**src/rtl/uart_loopback_fifo.sv**
```systemverilog
// -----------------------------------------------------------------------------
// uart_loopback_fifo
//
// Buffers bytes arriving from a UART receiver in a DEPTH x 8 circular buffer
// and feeds them one at a time to a UART transmitter.
//
// Handshake semantics (the only ones used in this block):
//   rx_valid is a one-cycle strobe. A byte is accepted on the edge where
//   rx_valid=1 and full=0; with full=1 it is dropped and overflow latches.
//   tx_en is a one-cycle start strobe that carries tx_data. The next byte is
//   not launched until the transmitter answers with tx_done while the FSM is
//   in WAIT; tx_done at any other time is ignored.
//
// Ports:
//   clk        rising-edge clock
//   rst        synchronous, active-low reset
//   rx_data    received byte            rx_valid  strobe for rx_data
//   tx_done    transmitter finished the current byte
//   tx_data    byte to transmit (registered, stable between pops)
//   tx_en      one-cycle transmit start strobe (registered)
//   count      occupancy 0..DEPTH       empty/full  derived from count
//   overflow   sticky: a byte was dropped since reset
//   dbg_state  transmit FSM state (0=IDLE, 1=LAUNCH, 2=WAIT)
// -----------------------------------------------------------------------------
module uart_loopback_fifo #(
  parameter int DEPTH = 16,
  parameter int AW    = 4
) (
  input  logic          clk,
  input  logic          rst,
  input  logic [7:0]    rx_data,
  input  logic          rx_valid,
  input  logic          tx_done,
  output logic [7:0]    tx_data,
  output logic          tx_en,
  output logic [AW:0]   count,
  output logic          empty,
  output logic          full,
  output logic          overflow,
  output logic [1:0]    dbg_state
);

  typedef enum logic [1:0] {
    IDLE   = 2'd0,
    LAUNCH = 2'd1,
    WAIT   = 2'd2
  } state_t;

  localparam logic [AW:0] L_DEPTH = (AW+1)'(DEPTH);

  logic [7:0]    r_mem [DEPTH];
  logic [AW-1:0] r_wp;
  logic [AW-1:0] r_rp;
  logic [AW:0]   r_count;
  logic [7:0]    r_tx_data;
  logic          r_tx_en;
  logic          r_overflow;
  state_t        r_state;

  state_t        w_next_state;
  logic          w_pop;
  logic          w_push;
  logic          w_empty;
  logic          w_full;

  assign w_empty = (r_count == '0);
  assign w_full  = (r_count == L_DEPTH);
  // A push is judged against full before the edge, so a pop in the same
  // cycle never makes room for a byte arriving while full.
  assign w_push  = rx_valid && !w_full;

  // Transmit FSM: next-state and pop decision.
  always_comb begin
    w_next_state = r_state;
    w_pop        = 1'b0;
    case (r_state)
      IDLE: begin
        if (!w_empty) begin
          w_pop        = 1'b1;
          w_next_state = LAUNCH;
        end
      end
      LAUNCH: w_next_state = WAIT;
      WAIT: begin
        if (tx_done) w_next_state = IDLE;
      end
      default: w_next_state = IDLE;
    endcase
  end

  always_ff @(posedge clk) begin
    if (!rst) r_state <= IDLE;
    else      r_state <= w_next_state;
  end

  // Storage is not reset; pointers and count define which entries are live.
  always_ff @(posedge clk) begin
    if (w_push) r_mem[r_wp] <= rx_data;
  end

  always_ff @(posedge clk) begin
    if (!rst) begin
      r_wp       <= '0;
      r_rp       <= '0;
      r_count    <= '0;
      r_tx_data  <= 8'h00;
      r_tx_en    <= 1'b0;
      r_overflow <= 1'b0;
    end else begin
      if (w_push) r_wp <= r_wp + 1'b1;
      if (w_pop) begin
        r_rp      <= r_rp + 1'b1;
        r_tx_data <= r_mem[r_rp];
      end
      // The strobe rises together with the entry into LAUNCH.
      r_tx_en <= w_pop;
      case ({w_push, w_pop})
        2'b10:   r_count <= r_count + 1'b1;
        2'b01:   r_count <= r_count - 1'b1;
        default: r_count <= r_count;
      endcase
      if (rx_valid && w_full) r_overflow <= 1'b1;
    end
  end

  assign tx_data   = r_tx_data;
  assign tx_en     = r_tx_en;
  assign count     = r_count;
  assign empty     = w_empty;
  assign full      = w_full;
  assign overflow  = r_overflow;
  assign dbg_state = r_state;

endmodule

```
**config.mk**
```make
export PLATFORM = sky130hd
export DESIGN_NAME = uart_loopback_fifo
export DESIGN_NICKNAME = d
export VERILOG_FILES = /design/src/rtl/uart_loopback_fifo.sv
export SDC_FILE = /design/constraint.sdc
export NUM_CORES = 1
export LEC_CHECK = 0
export CAP_MARGIN = 10
export CELL_PAD_IN_SITES_DETAIL_PLACEMENT = 0
export CELL_PAD_IN_SITES_GLOBAL_PLACEMENT = 1
export CORE_MARGIN = 5
export CORE_UTILIZATION = 55
export DETAILED_ROUTE_END_ITERATION = 8
export GPL_ROUTABILITY_DRIVEN = 0
export PLACE_DENSITY = 0.89
export SLEW_MARGIN = 20
export SYNTH_ARGS = -nofsm -noshare
export SYNTH_HDL_FRONTEND = slang
export SYNTH_SLANG_ARGS = --single-unit
```
**constraint.sdc**
```tcl
create_clock -name clk -period 5.3 [get_ports clk]
set_clock_uncertainty 0.2 [all_clocks]
set_input_delay 1.06 -clock clk [delete_from_list [all_inputs] [get_ports clk]]
set_output_delay 1.06 -clock clk [all_outputs]
set_load 0.01 [all_outputs]
```
### Yosys cells after proc, flatten, opt, wreduce, memory -nomap -nowiden

Memories as Yosys holds them, arrays and structs flattened. A register that Yosys moved wholly into a read port is not among the register bits.
Cells that the tools add are included.

* flip-flop bits (word level): 17
* bits in writable memories: 128
* bits of input ports: 12
* logic and storage cells: 34
* memories: 1

Memories
* r_mem: depth 16, bits a word 8, read ports 1, clocked after memory_dff 1, wr ports 1, line 51 `logic [7:0] r_mem [DEPTH];`

* $add $sub $neg: 4
* equality and inequality tests: 7
* mux-type cells: 8
* reductions and logical operators: 8

Operators by type and width (count)
* $pmux 5 s2: 1
* $add 4x1->4 const B: 2
* $pmux 2 s3: 1
* $add 5x1->5 const B: 1
* $eq 5x5->1 const B: 1
* $logic_not 5->1: 1
* $sub 5x1->5 const B: 1
* $eq 2x1->1 const B: 2
* $eq 2x2->1 const B: 2
* $mux 1: 4
* $mux 2: 2
* $ne 2x2->1 const B: 2
* $logic_and 1x1->1: 2
* $logic_not 1->1: 2
* $logic_not 2->1: 1
* $reduce_and 2->1: 1
* $reduce_bool 2->1: 1

### Longest topological paths before layout

* word-level depth: 5
* depth in mapped cells: 12
* gate-level depth less buffers: 10

### Worst setup path before layout

No wires, ideal clock.

* path kind: in2reg
* start point: input port rx_valid
* end point: register r_count[2] (netlist: count[2])
* library setup time: 70 ps
* arrival: 2929 ps
* path slack: 2101 ps
* cell stages on the path: 10
* buffers on the path: 1
* path through: a21boi_1 -> inv_1 -> ha_1 -> clkbuf_1 -> xor2_1 -> ha_1 -> a21oi_1 -> xor2_1 -> or3_1 -> a21oi_1

* cells in the longest elaborated chain, start to end: 3
* elaborated cells on any way between the ends: 5

RTL lines
* from (decl): line 32 `input logic rx_valid,`
* $logic_and 1x1->1 (*): line 70 `assign w_push = rx_valid && !w_full;`
* $eq 2x1->1 / $eq 2x2->1 (equally long branches): line 117 `case ({w_push, w_pop})`
* $pmux 5 s2 / $reduce_bool 2->1 (equally long branches)
* to (signal assigned): line 118 `2'b10: r_count <= r_count + 1'b1;`
* to (signal assigned): line 119 `2'b01: r_count <= r_count - 1'b1;`
* to (signal assigned): line 120 `default: r_count <= r_count;`
* to (decl): line 54 `logic [AW:0] r_count;`

Mark *: on every way between the ends. The rest lies on a longest branch, timed or not.
A chain may end at the register's enable or synchronous reset.

### Final worst setup path

* start point: register r_count[0] (netlist: count[0])
* end point: output port full

* cells in the longest elaborated chain, start to end: 1

RTL lines
* $eq 5x5->1: line 67 `assign w_full = (r_count == L_DEPTH);`
* to (decl): line 38 `output logic full,`

Every way passes these cells.

==> out/metrics.yaml <==
wire_per_inst_um: 21.1
cp.required_ps: 4040
synth-seq-cells: 153
totalWireLength_mm: 11.9
ant_nets: 0
clock_path_buffers: 2
firstDrtPassIters: 5
drive_gt1_frac: 0.123
arrival_ps: 2240
synth_cell_types: 37
cp-end-kind: "primary output"
area_delta_synth_final_pct: 16.2
drc: 0
fp.dieH_um: 115
synth_top_area_cell: "edfxtp_1"
overflow: 0
grt_max_degree: 27
finalHoldViolations: 0
cts_inserted_buffers: 17
diodes: 0
postLayoutSetupSlackWorst_ps: 1800
synth-edff-count: 128
ys_top_cells_by_count: "edfxtp_1 (128), mux2i_1 (38), nor2_1 (29)"
reg2reg_depth: 10
place_worst_setup_slack_ps: 1300
cts-root-buf: "clkbuf_8"
r2r_setup_slack_ps: 2370
maxCapViolCount: 0
netlist_instances: 378
track_usage: 0.195
syn_area_per_cell_um2: 16.1
final.period_utilization: 0.660
cts_sinks: 153
io_pins: 31
startpoint: "count[0]$_SDFFE_PN0P_"
slew_violations: 0
synth.most_common_cell: "edfxtp_1"
synth_area_um2: 6100
clock_latency_ps: 520
worstMarginPinSlew_ps: 1030
portBuffers: 30
path_cells: "or4_4, nor2_1, clkdlybuf4s50_1"
setup-tns-final_ps: 0
grt_pass1_vias: 3363
first_iter_violations: 334
path_clk_slew_ps: 60
hp-class: "flip-flop to flip-flop"
slew_headroom: 0.306
die-area_um2: 13300
p_per_area_nw_per_um2: 466
ir_drop_v: 0.000329
htree_levels: 4
vias_per_cell: 5.92
start_kind: "flip-flop"
crit_fanout: 7
r2r-start: "count[1]$_SDFFE_PN0P_"
synthArstFlopShare: 0
core_area_um2: 10800
synth_flop_cell: "edfxtp_1"
critPathKind: "flip-flop to primary output"
cts_setup_buffers: 0
fmax_ghz: 0.286
ctsResizeCount: 0
synth_area_leaders: "edfxtp_1 (63%), dfxtp_1 (8.2%), mux2i_1 (6.2%)"
layout.nets: 430
min_period_ps: 3500
slowest_delay_ps: 620
die_w_um: 115
finalSetupViolations: 0
vias: 3326
slowest_stage: "or4_4"
syn_nets: 398
cts_tree: "built"
cts.hold.buffers_added: 0
grt_pass1_wl_mm: 18.7
r2r_end: "count[2]$_SDFFE_PN0P_"
grt_antenna_before_repair: 0
rsz0062_at_grt: "false"
status: "complete, no violations"
start_util: 0.563
rows: 38
p_leak_nw: 2.30
critPathCapture: "full"
yosysWarnings: 0
yosysSeqAreaShare: 0.712
place_hpwl_mm: 7.78
synth_top_area_frac: 0.630
==> area by class of cell <==
type / instances / area [um^2]
Clock inverter: 12 / 151
Timing Repair Buffer: 34 / 330
Multi-Input combinational cell: 198 / 1640
Clock buffer: 19 / 422
Sequential cell: 153 / 4350
Inverter: 6 / 22.5
Fill cell: 759 / 3750
Tap cell: 140 / 175
==> worst min-delay path by stage <==
stage	from	endpoint	slack, ps	cells past startpoint
detailed placement	overflow$_SDFFE_PN0P_	overflow$_SDFFE_PN0P_	260	2
CTS	overflow$_SDFFE_PN0P_	overflow$_SDFFE_PN0P_	300	2
global placement	overflow$_SDFFE_PN0P_	overflow$_SDFFE_PN0P_	250	2
floorplan	overflow$_SDFFE_PN0P_	overflow$_SDFFE_PN0P_	300	2
global route	overflow$_SDFFE_PN0P_	overflow$_SDFFE_PN0P_	350	2
finish	overflow$_SDFFE_PN0P_	overflow$_SDFFE_PN0P_	300	2
==> registers in the layout (all words and copies together) (netlist names) <==
register	flops
overflow	1
r_rp	4
r_mem	128
count	5
dbg_state	2
tx_en	1
tx_data	8
r_wp	4
==> worst max-delay path, delay by kind of cell, from the launching register on <==
family        cells  cell delay (ps)
simple gates      2              780
buf+inv           1              560
flops             1              390
==> where the power goes <==
| group | switching (mW) | internal (mW) | leakage (nW) | total (mW) |
|---|---|---|---|---|
| Combinational | 0.355 | 0.319 | 0.652 | 0.674 |
| Sequential | 0.0762 | 1.39 | 1.36 | 1.46 |
| Clock | 0.448 | 0.713 | 0.281 | 1.16 |
==> routing by layer <==
metal | routed length, um | share of wire | track usage | vias up
li1 | - | - | - | 1541
met1 | 5110 | 0.43 | 0.262 | 1653
met2 | 5800 | 0.49 | 0.304 | 113
met3 | 707 | 0.060 | 0.0600 | 19
met4 | 233 | 0.020 | 0.0681 | 0
met5 | 0 | 0 | 0 | -
==> per-stage QoR <==
| stage | hold slack [ps] | cells | instance area [um^2] | util | power (mW) |
|---|---|---|---|---|---|
| CTS | 301 | 562 | 7080 | 0.653 | 3.33 |
| global route | 352 | 562 | 7090 | 0.654 | 3.46 |
| detailed placement | 258 | 531 | 6510 | 0.600 | 2.16 |
| global placement | 247 | 531 | 6510 | 0.600 | 2.14 |
| finish | 301 | 562 | 7090 | 0.654 | 3.30 |
| floorplan | 302 | 378 | 6100 | - | 1.94 |
==> kinds of logic after synthesis <==
logic type | Yosys count | share of synthesized area
flops | 153 | 0.712
simple gates | 71 | 0.0549
compound gates | 56 | 0.0619
mux | 54 | 0.121
buf+inv | 27 | 0.0205
xor+xnor | 9 | 0.0129
fa+ha+maj | 8 | 0.0164
==> placed cells by master (no fill, tap or decap), types with 3 or more instances in the layout <==
| cell | netlist | final |
|---|---|---|
| bufinv_16 | 0 | 3 |
| nor2_1 | 29 | 29 |
| clkdlybuf4s50_1 | 0 | 30 |
| clkbuf_16 | 0 | 16 |
| inv_1 | 6 | 6 |
| nand2b_1 | 4 | 4 |
| edfxtp_1 | 128 | 128 |
| a311oi_1 | 8 | 8 |
| nand2_1 | 17 | 17 |
| xor2_1 | 7 | 7 |
| nor3_1 | 5 | 3 |
| mux2i_1 | 38 | 38 |
| o21ai_0 | 9 | 9 |
| dfxtp_1 | 25 | 24 |
| mux4_2 | 16 | 16 |
| clkinv_4 | 0 | 4 |
| a21oi_1 | 4 | 4 |
| buf_4 | 0 | 4 |
| a31oi_1 | 10 | 10 |
| o22ai_1 | 16 | 16 |
| ha_1 | 8 | 8 |
| o211ai_1 | 3 | 3 |
No activity file was read; power rests on OpenSTA's default activity.
